**src/rtl/dm_bus_ctrl.sv**
```systemverilog
// dm_bus_ctrl: sequences one M-stage load/store at a time onto a req/ack memory bus.
// Latency: 3 cycles minimum (IDLE capture, BUSY+ack, DONE), plus one per wait state.
// Backpressure: stall_M holds the pipeline until DONE; optional MEM_TIMEOUT_EN watchdog.
module dm_bus_ctrl #(
  parameter int AW          = 32,
  parameter int TIMEOUT_CYC = 255
) (
  input  logic          clk,
  input  logic          reset,
  input  logic          m_valid,
  input  logic          m_write,
  input  logic [AW-1:0] m_addr,
  input  logic [31:0]   m_wdata,
  input  logic [3:0]    m_be,
  output logic          stall_M,
  output logic [31:0]   rdata,
  output logic          rdata_valid,
  output logic          bus_req,
  output logic          bus_we,
  output logic [AW-1:0] bus_addr,
  output logic [31:0]   bus_wdata,
  output logic [3:0]    bus_be,
  input  logic          bus_ack,
  input  logic [31:0]   bus_rdata,
  output logic          bus_err
);

  typedef enum logic [1:0] {IDLE, BUSY, DONE} state_t;

  state_t state;

  // Byte select travels on m_be, so the address LSBs never reach the bus.
  logic unused_addr_lsb;
  assign unused_addr_lsb = ^m_addr[1:0];

`ifdef MEM_TIMEOUT_EN
  logic [15:0] tmo_cnt;
`else
  assign bus_err = 1'b0;
`endif

  // Pipeline is released only in the single DONE cycle of an access.
  assign stall_M = m_valid & (state != DONE);

  // Access sequencer: capture in IDLE, hold bus stable in BUSY, release in DONE.
  always_ff @(posedge clk or posedge reset) begin
    if (reset) begin
      state       <= IDLE;
      bus_req     <= 1'b0;
      bus_we      <= 1'b0;
      bus_addr    <= '0;
      bus_wdata   <= '0;
      bus_be      <= '0;
      rdata       <= '0;
      rdata_valid <= 1'b0;
`ifdef MEM_TIMEOUT_EN
      tmo_cnt     <= '0;
      bus_err     <= 1'b0;
`endif
    end else begin
      rdata_valid <= 1'b0;
      case (state)
        IDLE: begin
          if (m_valid) begin
            bus_req   <= 1'b1;
            bus_we    <= m_write;
            bus_addr  <= {m_addr[AW-1:2], 2'b00};
            bus_wdata <= m_wdata;
            bus_be    <= m_be;
            state     <= BUSY;
`ifdef MEM_TIMEOUT_EN
            tmo_cnt   <= '0;
`endif
          end
        end
        BUSY: begin
          // An ack arriving on the expiry cycle still completes normally.
          if (bus_ack) begin
            bus_req <= 1'b0;
            if (!bus_we) begin
              rdata       <= bus_rdata;
              rdata_valid <= 1'b1;
            end
            state <= DONE;
          end
`ifdef MEM_TIMEOUT_EN
          else if (tmo_cnt == 16'(TIMEOUT_CYC - 1)) begin
            bus_req <= 1'b0;
            bus_err <= 1'b1;
            if (!bus_we) begin
              rdata       <= 32'hDEAD_BEEF;
              rdata_valid <= 1'b1;
            end
            state <= DONE;
          end else begin
            tmo_cnt <= tmo_cnt + 16'd1;
          end
`endif
        end
        DONE: begin
          state <= IDLE;
        end
        default: begin
          state <= IDLE;
        end
      endcase
    end
  end

endmodule

```
**config.mk**
```make
export PLATFORM = sky130hd
export DESIGN_NAME = dm_bus_ctrl
export DESIGN_NICKNAME = d
export VERILOG_FILES = /design/src/rtl/dm_bus_ctrl.sv
export SDC_FILE = /design/constraint.sdc
export NUM_CORES = 1
export LEC_CHECK = 0
export CAP_MARGIN = 0
export CELL_PAD_IN_SITES_DETAIL_PLACEMENT = 1
export CELL_PAD_IN_SITES_GLOBAL_PLACEMENT = 2
export CORE_ASPECT_RATIO = 1.4
export CORE_MARGIN = 4
export CORE_UTILIZATION = 25
export DETAILED_ROUTE_END_ITERATION = 8
export GPL_TIMING_DRIVEN = 0
export PLACE_DENSITY_LB_ADDON = 0.1
export SETUP_SLACK_MARGIN = 0.3
export SLEW_MARGIN = 20
export SYNTH_ARGS = -nofsm -noshare
export SYNTH_HDL_FRONTEND = slang
export SYNTH_SLANG_ARGS = --single-unit
```
**constraint.sdc**
```tcl
create_clock -name clk -period 3.65 [get_ports clk]
set_input_delay 0.5475 -clock clk [delete_from_list [all_inputs] [get_ports clk]]
set_output_delay 0.5475 -clock clk [all_outputs]
set_load 0.1 [all_outputs]
```
## Word-level counts from Yosys, hierarchy flattened

Index checks and enable logic that the tools add are counted.

- Flip-flop bits (word level): 103
- Input bits: 105
- Output and inout port bits: 105

- Equality and inequality tests: 4
- Muxes and demuxes: 9
- Bitwise gates (word level): 2
- Reductions and logical operators: 6

Operators with widths:

| operator | count |
|---|---|
| 2-bit inequality test, second input constant | 3 |
| 3-bit AND reduction | 2 |
| 1-bit two-way mux | 5 |
| 2-bit two-way mux | 2 |
| 2-bit one-hot mux with 2 select lines | 1 |
| 2-bit AND reduction | 2 |
| 2-bit by 1-bit == test with 1-bit output, second input constant | 1 |
| 2-bit logical NOT | 1 |
| 1-bit one-hot mux with 2 select lines | 1 |
| 2-bit nonzero test | 1 |
| 1-bit bitwise AND | 1 |
| 1-bit NOT | 1 |

## Logic depth before layout (Yosys ltp)

- Word-level depth: 3
- Mapped depth: 5

## Least setup slack after synthesis

Ideal clock, no wire load.

- Path kind: input port to output port
- Start: input m_valid
- End: output stall_M
- Arrival: 1.267 ns
- Data required time: 3.102 ns
- Setup slack: 1.835 ns
- Cell stages on the path: 1
- Buffers on the path: 0
- Cell sequence: o21a_1

- Word-level cells in the longest chain between the ends: 1

RTL lines:

| what | RTL line | source |
|---|---|---|
| start, declared | 10 | `input logic m_valid,` |
| 1-bit bitwise AND | 43 | `assign stall_M = m_valid & (state != DONE);` |
| end, declared | 15 | `output logic stall_M,` |

No other way between the ends.

## Worst setup path in the final report

Ends and elaborated chain as after synthesis.

==> flow_metrics.py <==
metrics = {
    "run_status": {
        "outcome": "completed",
    },
    "floorplanning": {
        "core_um2": 15700,
        "io_pins": 210,
        "dieHeight_um": 158,
        "die-width_um": 115,
        "die_area_um2": 18200,
        "start_util_pct": 25.7,
        "placementRows": 54,
    },
    "global_routing": {
        "antenna_found_initial": 0,
        "grt_pass1_vias": 3077,
        "overflow": 0,
        "grtUsageTotal_pct": 12.0,
        "grt_pass1_wl_um": 16900,
        "grt_max_degree": 60,
    },
    "finish": {
        "nNetsFinal": 552,
        "fin_area_um2": 6660,
        "area_growth_pct": 65.4,
        "fillers": 1601,
        "finalNonFillerCells": 646,
        "drive_gt1_share_pct": 29.1,
        "antennaDiodeCount": 0,
        "finalCoreUtilization_pct": 42.5,
    },
    "synthesis": {
        "synthAdderAreaFrac_pct": 0,
        "synth.top_cell.area_share_pct": 64.0,
        "synth.most_common_cell": "dfrtp_1",
        "synthTopCellsByArea": "dfrtp_1 (64%), mux2_2 (20%), mux2_4 (11%)",
        "synthTopCellsByCount": "dfrtp_1 (103), mux2_2 (70), mux2_4 (29)",
        "synth_edf_count": 0,
        "postSynthAreaPerCell_um2": 17.6,
        "seq_area_frac_synth_pct": 64.0,
        "synth_top_family_by_area": "multiplexers",
        "synth-simple-area-share_pct": 0.963,
        "synth-compound-area-share_pct": 0.559,
        "syn-cell-area_um2": 4030,
        "ys_ff_latch": 103,
        "yosysTopAreaCell": "dfrtp_1",
        "synth_async_sr_flop_share_pct": 100,
        "synth.distinct_cells": 17,
        "synthMuxAreaShare_pct": 30.6,
        "yosysWarnings": 0,
        "synthFlopType": "dfrtp_1",
        "synth_xor_area_share_pct": 0,
        "synth_cells": 229,
    },
    "cts": {
        "numCtsBuffers": 9,
        "clk_latency_ns": 0.34,
        "clockRootBuffer": "clkbuf_16",
        "cts-resized-gates": 0,
        "postCtsSetupBuffers": 0,
        "htree_num_levels": 3,
        "cts_tree": "built",
        "cts.hold.buffers_added": 0,
        "cts_sinks": 103,
        "clk_pin_slew_ns": 0.07,
        "cts_buffer_depth": 2,
    },
    "sta": {
        "fin_skew_ns": 0.00845,
        "rsz0062_at_grt": "no",
        "worst_slack_ns": 0.730,
        "max_slew_margin_pct": 31.2,
        "fin_crit_ns": 2.92,
        "post-route-period-util_pct": 80.0,
        "worstMarginPinSlew_ns": 1.03,
        "setup_viol": 0,
        "drv_slew": 0,
        "max_freq_mhz": 342,
        "hold_violations": 0,
    },
    "route": {
        "via_per_inst": 4.16,
        "drt-total-wl_um": 11000,
        "postRouteAntennaNets": 0,
        "wl_per_cell_um": 17.1,
        "first_pass_iters": 4,
        "vias": 2690,
        "drc_errors": 0,
        "first_iter_violations": 38,
    },
    "worst_setup_path": {
        "regToRegStartpoint": "state[0]",
        "start_kind": "input port",
        "rrSetupSlack_ns": 1.98,
        "cp-end-kind": "output pin",
        "cp.arrival_ns": 2.37,
        "slowest_delay_ns": 1.17,
        "crit_path_top_delay_cell": "clkdlybuf4s50_1",
        "reg2reg_depth": 4,
        "cp_max_fo": 4,
        "crit_required_ns": 3.10,
        "worstPathCellList": "clkdlybuf4s50_1 > o21a_1 > clkdlybuf4s50_1",
        "cp-startpoint": "m_valid",
        "r2r-end": "bus_wdata[1]",
        "path_buf_inv": 2,
        "crit_type": "input port to output pin",
        "crit_top_cell": "clkdlybuf4s50_1",
        "path_delay_family": "buffers and inverters",
    },
    "hold_path": {
        "whs_endpoint": "rdata[22]",
        "min_from": "rdata[22]",
        "hold_depth": 1,
        "hp-class": "register to register",
    },
    "placement": {
        "place_congestion": 0.677,
        "pre_cts_ws_ns": 0.737,
        "hpwlAfterDp_um": 8440,
        "io_buffers": 204,
        "place_area_um2": 6350,
        "place_inst": 632,
    },
    "job": {
        "maxCapViolCount": 0,
    },
}
cells by family (layout without fill, tap and decap cells):
logic type,Yosys count,in the layout
AND/OR/NAND/NOR,4,4
buffers and inverters,17,236
other,1,3
AO/OA/AOI/OAI,4,4
multiplexers,100,100
flip-flops,103,103
per-stage QoR:
stage	TNS, ns	hold slack (ns)
global placement	-152.74	0.489
detailed placement	0	0.492
global route	0	0.525
floorplan	0	0.474
CTS	0	0.512
finish	0	0.506
routing by layer:
metal	global-route usage, %	share of wire (%)	wire length (um)
met5	0	0	0
met4	4.64	2.4	265
met3	5.09	8.4	930
met2	20.7	52	5770
met1	13.1	37	4060
state kept, by name, summed over array words and instances, names as in the netlist:
signal       flops
state            2
bus_we           1
bus_addr        30
rdata_valid      1
bus_be           4
bus_wdata       32
rdata           32
bus_req          1
how the worst max path moves through the flow:
stage	to	slack (ns)	depth (start not counted)
floorplan	bus_addr[10]	0.40	1
global placement	bus_wdata[9]	-1.49	2
detailed placement	stall_M	0.74	3
CTS	stall_M	0.73	3
global route	stall_M	0.69	3
finish	stall_M	0.73	3
cell usage in the layout (no fill, tap or decap), drive strengths merged:
cell type and count:
mux2i 1, and3b 1, nor2b 1, o21ai 2, clkdlybuf4s50 204, mux2 99, conb 3, clkinv 1
o21a 1, nor2 1, nor3b 1, inv 5, a21oi 1, bufinv 2, clkbuf 9, buf 15
dfrtp 103
final cells by class:
type                       instances  area, um^2  share of cell area (%)
inverter                           3        16.3                   0.244
multi-input combinational        111        1310                    19.6
timing repair buffer             205        2070                    31.1
sequential                       103        2580                    38.7
tap                              196         245                    3.68
clock inverter                     5        82.6                    1.24
buffer                            14         139                    2.08
clock buffer                       9         225                    3.38
Power is left out: the tool's default activity adds up to more than one toggle a clock period on the data nets, which glitch-free logic cannot reach.
==> edit: new RTL, same flow settings <==
Add a define of `MEM_TIMEOUT_EN`.
--- a/src/rtl/dm_bus_ctrl.sv
+++ b/src/rtl/dm_bus_ctrl.sv
@@ -1,6 +1,8 @@
 // dm_bus_ctrl: sequences one M-stage load/store at a time onto a req/ack memory bus.
 // Latency: 3 cycles minimum (IDLE capture, BUSY+ack, DONE), plus one per wait state.
 // Backpressure: stall_M holds the pipeline until DONE; optional MEM_TIMEOUT_EN watchdog.
+`define MEM_TIMEOUT_EN
+
 module dm_bus_ctrl #(
   parameter int AW          = 32,
   parameter int TIMEOUT_CYC = 255
Behaviour: no difference found for any inputs over 10 cycles, from zero or initial values and one cycle with reset high; that may be too few to reach the edited logic, so the function may still have changed.
==> edit against the original RTL <==
- via count is 59% higher
- first-iteration DRC count grew to 3.3 times the old value
- global-route usage is 2.9 points higher
- synthesized area is 19% higher
- register-to-register slack worse by 1.0 ns
- sequential cell count is 17 higher
- core utilization is 0.69 points lower
- wire length is 43% higher
- sequential share of layout area is 0.24 points lower
- final area is 17% higher
- worst setup slack worse by 0.10 ns
Power is left out: the tool's default activity adds up to more than one toggle a clock period on the data nets, which glitch-free logic cannot reach.
==> edit: results (changes against the original RTL) <==
Run status
  • Status: finished clean

Cells and area
  • Fin cells: 966 (+50%)
  • Filler Cell Count: 2133 (+33%)
  • Layout cells sized above 1: 6.37% (-23 points)
  • Diode count: 0 (unchanged)
  • Final #Nets: 816 (+48%)

Clock network
  • CTS tree: built
  • Post-CTS setup buffers: 0 (unchanged)
  • Root Driver: clkbuf_16
  • Worst-path clk slew: 0.06 ns
  • Clock latency on the worst-skew pair: 0.41 ns (+0.07 ns)
  • Cts repair resizes: 0 (unchanged)
  • Cts bufs inserted: 17 (+8)
  • Max clock buf depth: 2 (unchanged)
  • H-tree depth: 4 (+1)

Logic synthesis
  • Multiplexer share of the synthesized area: 0.838% (-30 points)
  • Synth Area in Compound Gates: 10.1% (+9.5 points)
  • Register area share after synthesis: 62.8% (-1.2 points)
  • Syn_area_per_cell: 9.96 um2 (-43%)
  • Post-synthesis xor/xnor area fraction: 0.183% (+0.18 points)
  • Ys async rst share: 100% (unchanged)
  • Ys Warns: 0 (unchanged)
  • Synth top cells by count: nand2_1, dfrtp_1, o22a_1, clkbuf_1, a31oi_1
  • Synthesized-area fraction occupied by adder cells: 0.524% (+0.52 points)
  • Distinct cells, synth: 41 (+24)
  • Ys flop type: dfrtp_1
  • Ranking of synthesized cells by area: dfrtp_1, nand2_1, o22a_1

Global route
  • Number of global-route vias before repair: 4577 (+49%)
  • Tot GR Track Use: 15.0% (+2.9 points)
  • Largest net degree at the start of global routing: 32 (-47%)
  • Met3 Track Usage GR: 6.43% (+1.3 points)
  • Met2 GRT Util: 25.4% (+4.7 points)
  • Met1 GRT Util: 17.0% (+3.9 points)
  • First-pass GRT wire length: 25500 um (+51%)

Detailed routing
  • Met2 WL: 7890 um (+37%)
  • Number of iterations in the first detailed-routing pass: 4 (unchanged)
  • Vias per cell: 4.43 (+6.3%)
  • Total length of routed met3 wires: 1220 um (+31%)
  • DRT iter0 DRCs: 126 (+230%)
  • Max Used Layer: met4
  • DRT Wirelength: 15800 um (+43%)
  • WL met1: 6370 um (+57%)

Place
  • Final HPWL DP: 12200 um (+44%)
  • Placed Cells: 934 (+48%)
  • RePlAce Congestion: 0.740 (+9.4%)
  • # port buffers: 205 (+0.49%)

Min path
  • Type of the worst min-delay path: input pin to async pin

Setup path
  • Reg2Reg Depth: 9 (+5)
  • CP startpoint: m_valid
  • RR Endpoint: rdata[27]
  • Worst EP arrival: 2.48 ns (+0.11 ns)
  • Slowest cell on crit path: clkdlybuf4s50_1
  • Crit path to: stall_M
  • Max FO, Critical Path: 3 (-1)
  • Largest stage delay, worst path: 1.20 ns (+0.03 ns)
  • Reg2reg start: tmo_cnt[0]
  • Setup slack, reg-to-reg: 0.98 ns (-1.00 ns)

Timing
  • Rel. slew slack: 30.5% (-0.78 points)
  • Layout Skew: 0.00673 ns (-0.00172 ns)
## edit: cell type report
cell class | count | area, um2 | area share, %
clock inverters | 15 | 153 | 1.95
well taps | 244 | 305 | 3.91
flip-flops and latches | 120 | 3000 | 38.5
multi-input cells | 326 | 1600 | 20.5
clock buffers | 17 | 425 | 5.45
inverters | 8 | 46.3 | 0.593
plain buffers | 27 | 145 | 1.86
repair buffers | 209 | 2130 | 27.3
## edit: critical path: cells and delay by family
family,cells,cell delay (ns)
AOI/OAI and AO/OA,1,0.22
buffers and inverters,2,1.70
## edit: stage by stage
step           hold slack (ns)  area [um2]  worst slack [ns]
5_1_grt                  0.433        7810             0.580
4_1_cts                  0.415        7810             0.620
2_1_floorplan            0.463        4790             0.366
6_report                 0.424        7810             0.626
3_5_place_dp             0.452        7230             0.624
3_3_place_gp             0.448        7140             0.314
